`config.mk`:
```
export PLATFORM = sky130hd
export DESIGN_NAME = mul_div_seq_flat
export DESIGN_NICKNAME = d
export VERILOG_FILES = /design/src/rtl/mul_div_seq_if.sv /design/src/rtl/mul_div_seq.sv /design/src/flat_wrapper.sv
export SDC_FILE = /design/constraint.sdc
export NUM_CORES = 1
export LEC_CHECK = 0
export ABC_CLOCK_PERIOD_IN_PS = 6100
export CORE_UTILIZATION = 35
export CTS_CLUSTER_DIAMETER = 200
export CTS_CLUSTER_SIZE = 25
export DETAILED_ROUTE_END_ITERATION = 12
export SLEW_MARGIN = 20
export SYNTH_ARGS = -nofsm -noshare
export SYNTH_HDL_FRONTEND = slang
export SYNTH_SLANG_ARGS = --single-unit
```
`constraint.sdc`:
```
create_clock -name clock -period 6.1 [get_ports clock]
set_clock_uncertainty 0.05 [all_clocks]
set_input_delay 0.61 -clock clock [delete_from_list [all_inputs] [get_ports clock]]
set_output_delay 0.61 -clock clock [all_outputs]
set_load 0.03 [all_outputs]
```
`src/rtl/mul_div_seq_if.sv`:
```
// mul_div_seq_if: request and SFR write-back bus of the MUL AB / DIV AB sequencer.
// The decoder side (master) drives the request and operands; the sequencer
// (slave) drives busy/done, the SFR byte-write bus and the PSW flag update.
interface mul_div_seq_if;
    logic       start;
    logic       op;
    logic [7:0] acc_in;
    logic [7:0] b_in;
    logic       busy;
    logic       done;
    logic       wr_en;
    logic       wr_bit_en;
    logic [7:0] addr;
    logic [7:0] data_out;
    logic       flag_wr;
    logic       ov_out;
    logic       cy_out;

    modport master (
        output start, op, acc_in, b_in,
        input  busy, done, wr_en, wr_bit_en, addr, data_out, flag_wr, ov_out, cy_out
    );

    modport slave (
        input  start, op, acc_in, b_in,
        output busy, done, wr_en, wr_bit_en, addr, data_out, flag_wr, ov_out, cy_out
    );
endinterface

```
`src/rtl/mul_div_seq.sv`:
```
// mul_div_seq: multi-cycle sequencer for the 8051 MUL AB / DIV AB instructions.
// Operands are captured on the start edge, the result is built by shift-add
// (MUL) or restoring division (DIV), then written back as ACC first, B second,
// together with the PSW OV/CY update. A divide by zero skips the write-back
// and only raises OV.
// Optional macro MULDIV_FAST_EN: computes the whole result in a single CALC
// cycle instead of eight iterations; sequencing and flags are unchanged.
module mul_div_seq #(
    parameter logic [7:0] ADDR_ACC = 8'hE0,
    parameter logic [7:0] ADDR_B   = 8'hF0
) (
    input logic          clock,
    input logic          reset,
    mul_div_seq_if.slave bus
);

    typedef enum logic [2:0] {
        IDLE,
        CALC,
        WR_A,
        WR_B,
        DZ
    } state_t;

    state_t      r_state;
    logic [2:0]  r_cnt;
    logic        r_op;
    logic [7:0]  r_a;
    logic [7:0]  r_b;
    logic [15:0] r_prod;
    logic [7:0]  r_quo;
    logic [7:0]  r_rem;

    logic        r_busy;
    logic        r_done;
    logic        r_wrEn;
    logic [7:0]  r_addr;
    logic [7:0]  r_dataOut;
    logic        r_flagWr;
    logic        r_ov;

    logic        w_accept;
    logic        w_lastIter;
    logic [15:0] w_prodNext;
    logic [7:0]  w_quoNext;
    logic [7:0]  w_remNext;

    // A new request is taken from IDLE, and also from the final cycle of an
    // operation (WR_B or DZ) so back-to-back instructions lose no cycle.
    assign w_accept = bus.start && ((r_state == IDLE) || (r_state == WR_B) || (r_state == DZ));

`ifdef MULDIV_FAST_EN
    // Whole product and quotient/remainder straight from the latched operands;
    // the divisor is never zero here because that case goes to DZ instead.
    always_comb begin
        w_prodNext = {8'h00, r_a} * {8'h00, r_b};
        w_quoNext  = 8'h00;
        w_remNext  = 8'h00;
        if (r_b != 8'h00) begin
            w_quoNext = r_a / r_b;
            w_remNext = r_a % r_b;
        end
        w_lastIter = 1'b1;
    end
`else
    logic [8:0]  w_shift;
    logic [15:0] w_partial;

    // One step per cycle: MUL adds the shifted multiplicand when multiplier
    // bit r_cnt is set; DIV shifts in the next dividend bit (MSB first) and
    // subtracts the divisor when it fits. The shifted remainder needs 9 bits
    // because it can exceed 255 before the subtraction.
    always_comb begin
        w_partial = 16'h0000;
        if (r_b[r_cnt]) begin
            w_partial = {8'h00, r_a} << r_cnt;
        end
        w_prodNext = r_prod + w_partial;
        w_shift    = {r_rem, r_a[3'd7 - r_cnt]};
        w_quoNext  = {r_quo[6:0], 1'b0};
        w_remNext  = w_shift[7:0];
        if (w_shift >= {1'b0, r_b}) begin
            w_quoNext = {r_quo[6:0], 1'b1};
            w_remNext = 8'(w_shift - {1'b0, r_b});
        end
        w_lastIter = (r_cnt == 3'd7);
    end
`endif

    // Sequencer state, datapath registers and registered outputs; each output
    // register is loaded on the edge that enters the state it belongs to.
    always_ff @(posedge clock or posedge reset) begin
        if (reset) begin
            r_state   <= IDLE;
            r_cnt     <= 3'd0;
            r_op      <= 1'b0;
            r_a       <= 8'h00;
            r_b       <= 8'h00;
            r_prod    <= 16'h0000;
            r_quo     <= 8'h00;
            r_rem     <= 8'h00;
            r_busy    <= 1'b0;
            r_done    <= 1'b0;
            r_wrEn    <= 1'b0;
            r_addr    <= 8'h00;
            r_dataOut <= 8'h00;
            r_flagWr  <= 1'b0;
            r_ov      <= 1'b0;
        end else begin
            r_done    <= 1'b0;
            r_wrEn    <= 1'b0;
            r_addr    <= 8'h00;
            r_dataOut <= 8'h00;
            r_flagWr  <= 1'b0;
            r_ov      <= 1'b0;
            if (w_accept) begin
                r_a    <= bus.acc_in;
                r_b    <= bus.b_in;
                r_op   <= bus.op;
                r_cnt  <= 3'd0;
                r_prod <= 16'h0000;
                r_quo  <= 8'h00;
                r_rem  <= 8'h00;
                r_busy <= 1'b1;
                if (bus.op && (bus.b_in == 8'h00)) begin
                    r_state  <= DZ;
                    r_flagWr <= 1'b1;
                    r_ov     <= 1'b1;
                    r_done   <= 1'b1;
                end else begin
                    r_state <= CALC;
                end
            end else begin
                case (r_state)
                    CALC: begin
                        r_prod <= w_prodNext;
                        r_quo  <= w_quoNext;
                        r_rem  <= w_remNext;
                        r_cnt  <= r_cnt + 3'd1;
                        if (w_lastIter) begin
                            r_state   <= WR_A;
                            r_wrEn    <= 1'b1;
                            r_addr    <= ADDR_ACC;
                            r_dataOut <= r_op ? w_quoNext : w_prodNext[7:0];
                        end
                    end
                    WR_A: begin
                        r_state   <= WR_B;
                        r_wrEn    <= 1'b1;
                        r_addr    <= ADDR_B;
                        r_dataOut <= r_op ? r_rem : r_prod[15:8];
                        r_flagWr  <= 1'b1;
                        r_ov      <= !r_op && (r_prod[15:8] != 8'h00);
                        r_done    <= 1'b1;
                    end
                    WR_B, DZ: begin
                        r_state <= IDLE;
                        r_busy  <= 1'b0;
                    end
                    default: begin
                        r_state <= IDLE;
                        r_busy  <= 1'b0;
                    end
                endcase
            end
        end
    end

    assign bus.busy      = r_busy;
    assign bus.done      = r_done;
    assign bus.wr_en     = r_wrEn;
    assign bus.wr_bit_en = 1'b0;
    assign bus.addr      = r_addr;
    assign bus.data_out  = r_dataOut;
    assign bus.flag_wr   = r_flagWr;
    assign bus.ov_out    = r_ov;
    assign bus.cy_out    = 1'b0;

endmodule

```
`src/flat_wrapper.sv`:
```
// flat-port wrapper written by rule: the top's interface ports become plain ports
module mul_div_seq_flat 
#(
    parameter logic [7:0] ADDR_ACC = 8'hE0,
    parameter logic [7:0] ADDR_B   = 8'hF0
)
  (clock, reset, bus_start, bus_op, bus_acc_in, bus_b_in, bus_busy, bus_done, bus_wr_en, bus_wr_bit_en, bus_addr, bus_data_out, bus_flag_wr, bus_ov_out, bus_cy_out);
  mul_div_seq_if bus_i ();
  input logic clock;
  input logic reset;
  input wire logic [$bits(bus_i.start)-1:0] bus_start;
  input wire logic [$bits(bus_i.op)-1:0] bus_op;
  input wire logic [$bits(bus_i.acc_in)-1:0] bus_acc_in;
  input wire logic [$bits(bus_i.b_in)-1:0] bus_b_in;
  output wire logic [$bits(bus_i.busy)-1:0] bus_busy;
  output wire logic [$bits(bus_i.done)-1:0] bus_done;
  output wire logic [$bits(bus_i.wr_en)-1:0] bus_wr_en;
  output wire logic [$bits(bus_i.wr_bit_en)-1:0] bus_wr_bit_en;
  output wire logic [$bits(bus_i.addr)-1:0] bus_addr;
  output wire logic [$bits(bus_i.data_out)-1:0] bus_data_out;
  output wire logic [$bits(bus_i.flag_wr)-1:0] bus_flag_wr;
  output wire logic [$bits(bus_i.ov_out)-1:0] bus_ov_out;
  output wire logic [$bits(bus_i.cy_out)-1:0] bus_cy_out;
  assign bus_i.start = bus_start;
  assign bus_i.op = bus_op;
  assign bus_i.acc_in = bus_acc_in;
  assign bus_i.b_in = bus_b_in;
  assign bus_busy = bus_i.busy;
  assign bus_done = bus_i.done;
  assign bus_wr_en = bus_i.wr_en;
  assign bus_wr_bit_en = bus_i.wr_bit_en;
  assign bus_addr = bus_i.addr;
  assign bus_data_out = bus_i.data_out;
  assign bus_flag_wr = bus_i.flag_wr;
  assign bus_ov_out = bus_i.ov_out;
  assign bus_cy_out = bus_i.cy_out;
  mul_div_seq #(.ADDR_ACC(ADDR_ACC), .ADDR_B(ADDR_B)) u_core (.clock(clock), .reset(reset), .bus(bus_i));
endmodule
```
==> results.md <==
- Outcome: completed
- H-tree levels: 3
- Leakage: roughly 2.3 nW
- Post-layout min period: 3.54 ns
- DRT Pass-1 Iters: 5
- Die H: 113 µm
- Storage element area: 1680 µm²
- Slew @ Worst Pin: 0.931 ns
- Die width: 113 µm
- Post-CTS Setup Bufs: 0
- Clock sink count: 67
- Netlist cell types: 57
- Setup TNS: 0 ns
- Top cells by area, synth: dfrtp_1, nand2_1, ha_1, mux2i_1, o21ai_0
- EDFF count, synth: 0
- Post-route antenna net violation count: 0
- Count of input and output buffers: 36
- Hold Path Sink: u_core.r_a[5]
- CTS tree: yes
- # nets final: 558
- VDD IR max: 333 µV
- Full die area: 12900 µm²
- Core area: ~12000 µm²
- Largest net degree at the start of global routing: 68
- I/O pins: 43
- Initial antenna violation count: 0
- Tcrit/Tclk final: 0.580
- YS warnings: 0
- Gate Count Post-Synth: 492
- Most frequent cells in the layout: nand2_1, dfrtp_1, clkdlybuf4s50_1
- Vias per std cell: 5.23
- Setup CP Type: flop to flop
- Clock Tree Buf Depth: 2
- Reg2reg end: u_core.r_prod[15]
- CTS resizes: 0
- WP data required: 6.26 ns
- Total Wirelength: between 10000 and 15000 µm
- Layout cells sized above 1: 0.0659
- Share of the synthesized area in the top cell type: 0.386
- Avg Inst Size Synth: ~9 µm²
- Fmax: 0.283 GHz
- Worst Reg-to-Reg Cells: 11
- CTS hold repair buffers: 0
- Synth area leader: dfrtp_1
- Worst Hold Slack: ~0.44 ns
- WL per Instance: 15.5 µm
- Sequential fraction of the synthesis area: 0.386
- Starting DRT DRC Count: 184
- CTS Buf Count: 9
- R2R Setup Slk: ~2.6 ns
- Synthesized area: 4340 µm²
- Skew-Pair Late Insertion Delay: 0.33 ns
- Hold Fails Final Rpt: 0
- Vias in the first global route: 3378
- Most common cell after layout, fill and taps aside: nand2_1
- Startpoint Class: flop
- Routability Congestion: 0.995
- Endpoint type of the worst setup path: flop
- Cell Pwr Density: 648 nW/µm²
- # diodes: 0
- Congestion Overflow GR: 0
- DP HPWL: 7750 µm
- Initial Util: 0.360
- Slew Viols, Final: 0
- Residual DRC count: 0
- Final-report setup violation count: 0
- Max-cap violations: 0
- Max FO, Critical Path: 19
- Number of fill cells: 1188
- Hold/Removal Path Class: flop to flop
- Row count: 40
- Synth Register Bits: 67
- Data arrival, critical path: approximately 3.7 ns
- First-pass GRT wire length: 17700 µm
- Hold path startpoint: u_core.r_a[5]
- Gr usage total: 0.179
- Worst reg2reg startpoint: u_core.r_cnt[0]
- RSZ-0062 raised after global routing: false
- Hold Path Stages: 2
- Slew HR: 0.380
- Multi-input gate area: 2390 µm²
- CTS root buf: clkbuf_16
- Ys async rst share: 1.00
- Ys flop type: dfrtp_1
- Area Overhead vs Synth: 17.0%
- Via count: 3576
- CTS clk-pin slew, worst paths: 0.06 ns
power breakdown:
| group | leakage [nW] | switching [mW] | internal [mW] |
|---|---|---|---|
| Clock | 0.171 | 0.199 | 0.413 |
| Sequential | 0.855 | 0.224 | 0.629 |
| Combinational | 1.27 | 1.06 | 0.763 |
| Total | 2.29 | 1.48 | 1.81 |
cells in the mapped netlist (9+ instances only):
cell,number
o21ai_0,34
nor2_1,34
inv_1,17
mux2i_1,17
clkbuf_1,15
buf_4,12
xnor2_1,10
ha_1,25
a21oi_1,27
dfrtp_1,67
nand2_1,85
o31ai_1,9
nand3_1,22
a21o_1,9
per-stage QoR:
step	power [mW]	instance area [µm²]	instances	worst slack (ns)	utilization
after floorplan	2.30	4360	497	3.16	-
after global placement	2.63	4730	668	2.64	0.392
after detailed placement	2.67	4730	668	2.59	0.392
after CTS	3.30	5080	684	2.59	0.421
after global routing	3.57	5080	684	2.32	0.421
final	3.29	5080	684	2.56	0.421
cell type report:
class / instances / area share
multi-input cells: 376 / 0.470
inverters: 17 / 0.0126
clock inverters: 5 / 0.0212
flip-flops and latches: 67 / 0.330
clock buffers: 11 / 0.0478
repair buffers: 40 / 0.0768
well taps: 168 / 0.0414
registers in the layout, indices dropped and copies added (netlist names), 2 cells and up:
signal               flops
u_core.bus.addr          2
u_core.r_cnt             3
u_core.r_a               8
u_core.r_rem             8
u_core.bus.data_out      8
u_core.r_quo             7
u_core.r_state           3
u_core.r_b               8
u_core.r_prod           16
routing by layer:
layer,wire length [µm],GRT usage,vias to the layer above
met5,0,0,-
met4,190,0.0526,0
met3,555,0.0404,13
met2,4780,0.281,109
met1,5110,0.248,1687
li1,-,-,1767
how the worst max path moves through the flow:
| stage | start | to | slack (ns) |
|---|---|---|---|
| floorplan | u_core.r_cnt[0] | u_core.r_prod[15] | 3.16 |
| CTS | u_core.r_cnt[0] | u_core.r_prod[15] | 2.59 |
| detailed placement | u_core.r_cnt[0] | u_core.r_prod[15] | 2.59 |
| global placement | u_core.r_cnt[0] | u_core.r_prod[15] | 2.64 |
| finish | u_core.r_cnt[0] | u_core.r_prod[15] | 2.56 |
| global route | u_core.r_cnt[0] | u_core.r_prod[15] | 2.32 |
critical path, stage by stage (launching register included):
cell and delay, ns:
dfrtp_1 0.69, mux4_2 0.57, nand2_1 0.15, and2_1 0.27
nor2_1 0.10, ha_1 0.41, inv_1 0.07, or3_1 0.38
o21ai_2 0.26, a311oi_1 0.19, o211ai_1 0.19, o31ai_1 0.09
kinds of logic after synthesis:
logic type	synth area share
xor gates and xnor gates	0.0303
other	0.000864
AOI/OAI and AO/OA	0.197
DFF	0.386
adders and majority gates	0.0813
and+or+nand+nor	0.171
muxes	0.0651
buffers and inverters	0.0677
Power figures use the tool's default switching activity.
